### src/rtl/fir_seq_ctrl.sv
// Sequencer in front of the 8-tap FIR: arbitrates the shared 6-bit input bus between
// the coefficient loader and the sample stream, and qualifies FIR output after warm-up.
module fir_seq_ctrl #(
    parameter int CFG_WORDS   = 3,
    parameter int WARM_CYCLES = 11,
    parameter int CNT_W       = 8
) (
    input  logic                    clk,
    input  logic                    reset,
    input  logic                    cfg_start,
    input  logic [5:0]              cfg_word,
    input  logic                    cfg_valid,
    output logic                    cfg_ready,
    input  logic                    run_stop,
    input  logic signed [5:0]       smp_data,
    input  logic                    smp_valid,
    output logic                    smp_ready,
    output logic signed [5:0]       fir_tdata,
    output logic                    fir_tvalid,
    output logic                    fir_set_coeffs,
    input  logic signed [7:0]       fir_result,
    output logic signed [7:0]       out_data,
    output logic                    out_valid,
    output logic [CNT_W-1:0]        out_count,
    output logic [1:0]              state
);

    localparam int WCNT_W = (CFG_WORDS > 1) ? $clog2(CFG_WORDS) : 1;
    localparam int WARM_W = $clog2(WARM_CYCLES + 1);
    localparam logic [WCNT_W-1:0] LAST_WORD = WCNT_W'(CFG_WORDS - 1);
    localparam logic [WARM_W-1:0] WARM_MAX  = WARM_W'(WARM_CYCLES);

    typedef enum logic [1:0] {
        S_IDLE   = 2'd0,
        S_LOAD   = 2'd1,
        S_SETTLE = 2'd2,
        S_RUN    = 2'd3
    } state_t;

    state_t              st;
    logic [WCNT_W-1:0]   word_cnt;
    logic [WARM_W-1:0]   warm_cnt;

    function automatic logic [WARM_W-1:0] warm_sat_inc(input logic [WARM_W-1:0] w);
        return (w == WARM_MAX) ? w : w + 1'b1;
    endfunction

    assign state = st;

    always_ff @(posedge clk or negedge reset) begin
        if (!reset) begin
            st             <= S_IDLE;
            word_cnt       <= '0;
            warm_cnt       <= '0;
            cfg_ready      <= 1'b0;
            smp_ready      <= 1'b0;
            fir_tdata      <= '0;
            fir_tvalid     <= 1'b0;
            fir_set_coeffs <= 1'b0;
            out_data       <= '0;
            out_valid      <= 1'b0;
            out_count      <= '0;
        end else begin
            case (st)
                S_IDLE: begin
                    cfg_ready      <= 1'b0;
                    smp_ready      <= 1'b0;
                    fir_tvalid     <= 1'b0;
                    fir_set_coeffs <= 1'b0;
                    out_valid      <= 1'b0;
                    if (cfg_start) begin
                        st        <= S_LOAD;
                        word_cnt  <= '0;
                        cfg_ready <= 1'b1;
                    end
                end
                S_LOAD: begin
                    // A stop abandons a partial load; taps already shifted into the FIR stay.
                    if (run_stop) begin
                        st             <= S_IDLE;
                        cfg_ready      <= 1'b0;
                        fir_set_coeffs <= 1'b0;
                    end else if (cfg_valid && cfg_ready) begin
                        fir_tdata      <= $signed(cfg_word);
                        fir_set_coeffs <= 1'b1;
                        word_cnt       <= word_cnt + 1'b1;
                        if (word_cnt == LAST_WORD) begin
                            cfg_ready <= 1'b0;
                            st        <= S_SETTLE;
                        end
                    end else begin
                        fir_set_coeffs <= 1'b0;
                    end
                end
                S_SETTLE: begin
                    fir_set_coeffs <= 1'b0;
                    fir_tdata      <= '0;
                    warm_cnt       <= '0;
                    out_count      <= '0;
                    smp_ready      <= 1'b1;
                    st             <= S_RUN;
                end
                S_RUN: begin
                    if (run_stop || cfg_start) begin
                        smp_ready  <= 1'b0;
                        fir_tvalid <= 1'b0;
                        out_valid  <= 1'b0;
                        warm_cnt   <= '0;
                        if (run_stop) begin
                            st <= S_IDLE;
                        end else begin
                            st        <= S_LOAD;
                            word_cnt  <= '0;
                            cfg_ready <= 1'b1;
                        end
                    end else begin
                        fir_tdata  <= smp_data;
                        fir_tvalid <= smp_valid;
                        // The FIR restarts its enable chain on any tvalid gap, so warm-up restarts too.
                        warm_cnt   <= smp_valid ? warm_sat_inc(warm_cnt) : '0;
                        out_valid  <= fir_tvalid && (warm_cnt == WARM_MAX);
                        if (fir_tvalid && (warm_cnt == WARM_MAX)) begin
                            out_data  <= fir_result;
                            out_count <= out_count + 1'b1;
                        end
                    end
                end
                default: st <= S_IDLE;
            endcase
        end
    end

endmodule

### config.mk
export PLATFORM = sky130hd
export DESIGN_NAME = fir_seq_ctrl
export DESIGN_NICKNAME = d
export VERILOG_FILES = /design/src/rtl/fir_seq_ctrl.sv
export SDC_FILE = /design/constraint.sdc
export NUM_CORES = 1
export LEC_CHECK = 0
export BUFFER_PORTS_ARGS = -buffer_cell sky130_fd_sc_hd__buf_2
export CORE_MARGIN = 2
export CORE_UTILIZATION = 25
export CTS_CLUSTER_SIZE = 28
export DETAILED_ROUTE_END_ITERATION = 7
export GPL_TIMING_DRIVEN = 1
export PLACE_DENSITY = 0.48
export SLEW_MARGIN = 20
export SYNTH_ARGS = -nofsm -noshare
export SYNTH_HDL_FRONTEND = slang
export SYNTH_SLANG_ARGS = --single-unit
### constraint.sdc
create_clock -name clk -period 4.2 [get_ports clk]
set_clock_uncertainty 0.2 [all_clocks]
set_input_delay 0.63 -clock clk [delete_from_list [all_inputs] [get_ports clk]]
set_output_delay 0.63 -clock clk [all_outputs]
set_load 0.02 [all_outputs]
# After elaboration in Yosys (flattened, before gate mapping)
# Index checks and enable logic that the tools add are counted.
totals:
  inputBits: 26
  ram_bits: 0
  mem_bits_ro: 0
  regBits: 35
  word_cells: 89
  out_inout_bits: 29
  mem_count: 0
  latch_bits: 0
op_classes:
  multipliers: 0
  eq_ne: 15
  bitwise_logic: 1
  order_cmp: 0
  reduce_logical: 19
  n_mux: 40
  n_shift: 0
  n_addsub: 3
  div_mod_pow: 0
ops:
  columns: ["cell", "n"]
  rows:
  - ["2-to-1 mux 2 bit", 10]
  - ["2-to-1 mux 6 bit", 3]
  - ["case mux 6 bit (3 select lines)", 1]
  - ["2-to-1 mux 8 bit", 2]
  - ["case mux 8 bit (2 select lines)", 1]
  - ["!= test 2 bit (second input constant)", 7]
  - ["2-to-1 mux 1 bit", 12]
  - ["2-to-1 mux 4 bit", 3]
  - ["nonzero test 3 bit", 3]
  - ["adder 8 x 1 -> 8 bit (second input constant)", 1]
  - ["case mux 2 bit (4 select lines)", 1]
  - ["case mux 4 bit (2 select lines)", 1]
  - ["AND reduction 4 bit", 2]
  - ["equality test 2 bit (second input constant)", 3]
  - ["!= test 3 bit (second input constant)", 2]
  - ["case mux 1 bit (2 select lines)", 3]
  - ["case mux 1 bit (3 select lines)", 2]
  - ["case mux 2 bit (3 select lines)", 1]
  - ["AND reduction 3 bit", 2]
  - ["AND reduction 6 bit", 1]
  - ["nonzero test 2 bit", 3]
  - ["AND reduction 5 bit", 1]
  - ["adder 4 x 1 -> 4 bit (second input constant)", 1]
  - ["equality test 4 bit (second input constant)", 1]
  - ["other kinds (9)", 11]

# Logic depth before layout (Yosys ltp)
depth:
  depth_word: 5
  ltp_mapped: 6
  mapped_depth_nobuf: 6

# Worst setup path before layout
# Ideal clock, no wire load.
synth_timing:
  path_type: "register to register"
  startpoint: "register st[0] (netlist: state[0])"
  endpoint: "register word_cnt[1]"
  required_time_ns: 3.875
  t_arrival_ns: 1.831
  synth_period_minus_slack_ns: 2.156
  stages_incl_launch_ff: 6
  path_slack_ns: 2.044
  setup_ns: 0.125
  n_path_buf: 0
  path_cell_list: "dfrtp_1 > ha_1 > nor3b_1 > a211oi_1 > and3_1 > mux2_2"
synth_between:
  elab_chain_len: 3
  word_cells_on_any_way: 11
  cone_classes: "eq/ne: 7; mux: 1; reduce/logical: 3"
synth_rtl:
  columns: ["element", "line_no", "text"]
  rows:
  - ["start, declared", "40", "state_t st;"]
  - ["start signal, assigned", "52", "st <= S_IDLE;"]
  - ["start signal, assigned", "72", "st <= S_LOAD;"]
  - ["start signal, assigned", "80", "st <= S_IDLE;"]
  - ["equality test 2 x 1 -> 1 bit, or another cell as far along", "64", "case (st)"]
  - ["!= test 2 bit (no source line) / nonzero test 3 bit (equally long branches)", null, null]
  - ["AND reduction 6 bit (no source line)", null, null]
  - ["end signal, assigned", "86", "word_cnt <= word_cnt + 1'b1;"]
  - ["end, declared", "41", "logic [WCNT_W-1:0] word_cnt;"]
# Parallel ways exist; a longest one is shown, timed or not.
# A chain may end at the register's enable or synchronous reset.

# Worst setup path after layout
layout_timing:
  startpoint: "register st[0] (netlist: state[0])"
  endpoint: "register out_data[7]"
layout_between:
  elab_chain_len: 2
layout_rtl:
  columns: ["element", "line_no", "text"]
  rows:
  - ["equality test 2 bit", "64", null]
  - ["AND reduction 3 bit (no source line)", null, null]
  - ["end signal, assigned", "123", "out_data <= fir_result;"]
  - ["end, declared", "22", "output logic signed [7:0] out_data,"]
# No other way between the ends.

==> results.json <==
{
  "status": "completed",
  "dp.cells": 329,
  "die_y_um": 90.8,
  "finalSetupViolCount": 0,
  "power_switching_w": 0.000489,
  "worstPathRequired_ns": 4.17,
  "cts_buffer_depth": 2,
  "clock_latency_ns": 0.29,
  "synthToLayoutAreaGrowth_pct": 25.1,
  "power_frac_seq_pct": 35.4,
  "layout_min_cycle_time_ns": 2.59,
  "vias": 1568,
  "wl_um": 4500,
  "hold_path_class": "in2async",
  "die-area_um2": 8250,
  "diodes": 0,
  "dp_hpwl_um": 3180,
  "grt_pass1_vias": 1596,
  "pwr-share-clk_pct": 25.1,
  "swShare_pct": 38.3,
  "nets": 274,
  "cellInternalPower_w": 0.000788,
  "wl_per_cell_um": 13.3,
  "yosysTopAreaCellShare_pct": 46.4,
  "finalPower_w": 0.00128,
  "startpoint_type": "flop",
  "yosysWarnings": 0,
  "synth_seq_area_share_pct": 46.4,
  "synth_commonest_cells": "dfrtp_1, o21ai_0, a21oi_1, nand2_1",
  "port_buffers": 54,
  "p_comb_share_pct": 39.5,
  "final_cells": 337,
  "cts_tree": "yes",
  "drt_first_pass_iters": 4,
  "antenna_found_initial": 0,
  "core-area_um2": 7290,
  "crit_path_end_kind": "flop",
  "syn_area_um2": 1890,
  "rsz0062_at_grt": "no",
  "min_period_over_period_pct": 61.8,
  "track_usage_pct": 11.6,
  "gp_congestion": 0.805,
  "syn-instance-count": 184,
  "slew_viol_final": 0,
  "critPathArrivalTime_ns": 2.57,
  "post_synth.cell_area_avg_um2": 10.2,
  "ys.flop_type": "dfrtp_1",
  "drc": 0,
  "finalSetupTns_ns": 0,
  "clkTransAtPathRegs_ns": 0.08,
  "ys_top_cells_by_area": "dfrtp_1, ha_1, mux2_2",
  "syn-num-nets": 221,
  "worstMarginPinSlew_ns": 0.794,
  "async_flop_share_pct": 100,
  "cts_setup_buffers": 0,
  "synth_edf_count": 0,
  "die_w_um": 90.8,
  "yosys.area.top_type": "dfrtp_1",
  "io-pin-count": 55,
  "p_per_area_nw_per_um2": 541,
  "grt_overflow_total": 0,
  "clock-sinks": 35,
  "critPathMaxFanout": 17,
  "yosys_register_bits": 35,
  "cts-buffers-inserted": 5,
  "drtIter0Drc": 69,
  "ys_types": 39,
  "cap_violations": 0,
  "post_cts_resized": 0,
  "root_buffer": "clkbuf_8",
  "drive_gt1_share_pct": 32.8,
  "drtAntennaViolNets": 0,
  "grt_pass1_wl_um": 7690,
  "critical_path_class": "reg2reg",
  "num_rows": 31,
  "fmax_ghz": 0.385,
  "p_leak_nw": 1.15,
  "hold_viol": 0,
  "synth.most_common_cell": "dfrtp_1",
  "slew_headroom_pct": 47.0,
  "peakVddDrop_mv": 0.238,
  "n_fill_cell": 802,
  "initial_core_util_pct": 25.9,
  "htree_levels": 2,
  "timing.hold.ws_ns": 0.216,
  "ctsHoldBuffers": 0,
  "grt_max_degree": 36,
  "via_per_inst": 4.65
}
## worst max-delay path, cell delays in order (launching register included)
cell and delay, ns:
dfrtp_1 0.50, ha_1 0.52, nor3b_1 0.42, and2_1 0.45
mux2_2 0.39
## metal layers
metal | global-route usage, % | part of all wire [%] | vias up
met3 | 3.26 | 5.1 | 5
met4 | 3.79 | 1.2 | 0
met2 | 17.2 | 44 | 41
met5 | 0 | 0 | -
li1 | - | - | 769
met1 | 16.2 | 50 | 753
## power by group through the flow
stage	clock [W]	combinational [W]	sequential, W
2_1_floorplan	0	0.000298	0.000516
5_1_grt	0.000346	0.000568	0.000463
6_report	0.000321	0.000505	0.000452
3_5_place_dp	0	0.000513	0.000459
4_1_cts	0.000333	0.000515	0.000452
3_3_place_gp	0	0.000508	0.000457
## kinds of logic after synthesis
kind of cell / count (synthesis) / share of synthesized area (%)
AO/OA/AOI/OAI: 42 / 12.7
adder cells (fa/ha/maj): 11 / 7.30
flip-flops: 35 / 46.4
AND/OR/NAND/NOR: 65 / 20.2
buffers and inverters: 14 / 3.45
multiplexers: 17 / 9.95
## sequential cells by signal (all words and copies together), names as in the netlist, 2 cells and up, named ones only
register,cells
fir_tdata,6
out_count,8
word_cnt,2
out_data,8
warm_cnt,4
## path summary, 6_finish.rpt
| check | slack (ns) | cells past startpoint | from | endpoint |
|---|---|---|---|---|
| max in group asynchronous | 3.07 | 1 | reset | warm_cnt[0] |
| setup / recovery | 1.61 | 4 | state[0] | out_data[7] |
| hold / removal | 0.22 | 1 | reset | out_count[7] |
| hold reg to reg | 0.30 | 2 | fir_tvalid | fir_tvalid |
| setup reg to reg | 1.61 | 4 | state[0] | out_data[7] |
| min in group clk | 0.30 | 2 | fir_tvalid | fir_tvalid |
## per-stage QoR
step	worst slack, ns	utilization [%]	cell area [um^2]
2_1_floorplan	2.04	-	1890
4_1_cts	1.58	32.3	2360
5_1_grt	1.40	32.3	2360
3_3_place_gp	1.67	30.7	2240
3_5_place_dp	1.60	30.7	2240
6_report	1.61	32.3	2360
## final cells by class
type	instances	area [um^2]	area share (%)
Clock buffer	6	82.6	3.50
Clock inverter	2	35.0	1.49
Inverter	5	18.8	0.796
Multi-Input combinational cell	135	945	40.1
Sequential cell	35	876	37.1
Tap cell	99	124	5.25
Timing Repair Buffer	55	278	11.8
## layout by cell type, fill, tap and decap left out, drive strengths merged, types with 2 or more instances in the layout
| cell type | count |
|---|---|
| nand3b | 2 |
| mux2 | 11 |
| and3 | 2 |
| clkbuf | 6 |
| nor3b | 7 |
| or4b | 3 |
| buf | 55 |
| nand3 | 11 |
| nand4 | 2 |
| mux2i | 6 |
| o21ai | 16 |
| nand2 | 13 |
| nand4b | 2 |
| nor2 | 11 |
| a211oi | 3 |
| a21boi | 2 |
| a21oi | 14 |
| nand2b | 3 |
| ha | 11 |
| inv | 5 |
| o31ai | 2 |
| dfrtp | 35 |
| nor2b | 2 |
No activity file was read; power rests on OpenSTA's default activity.
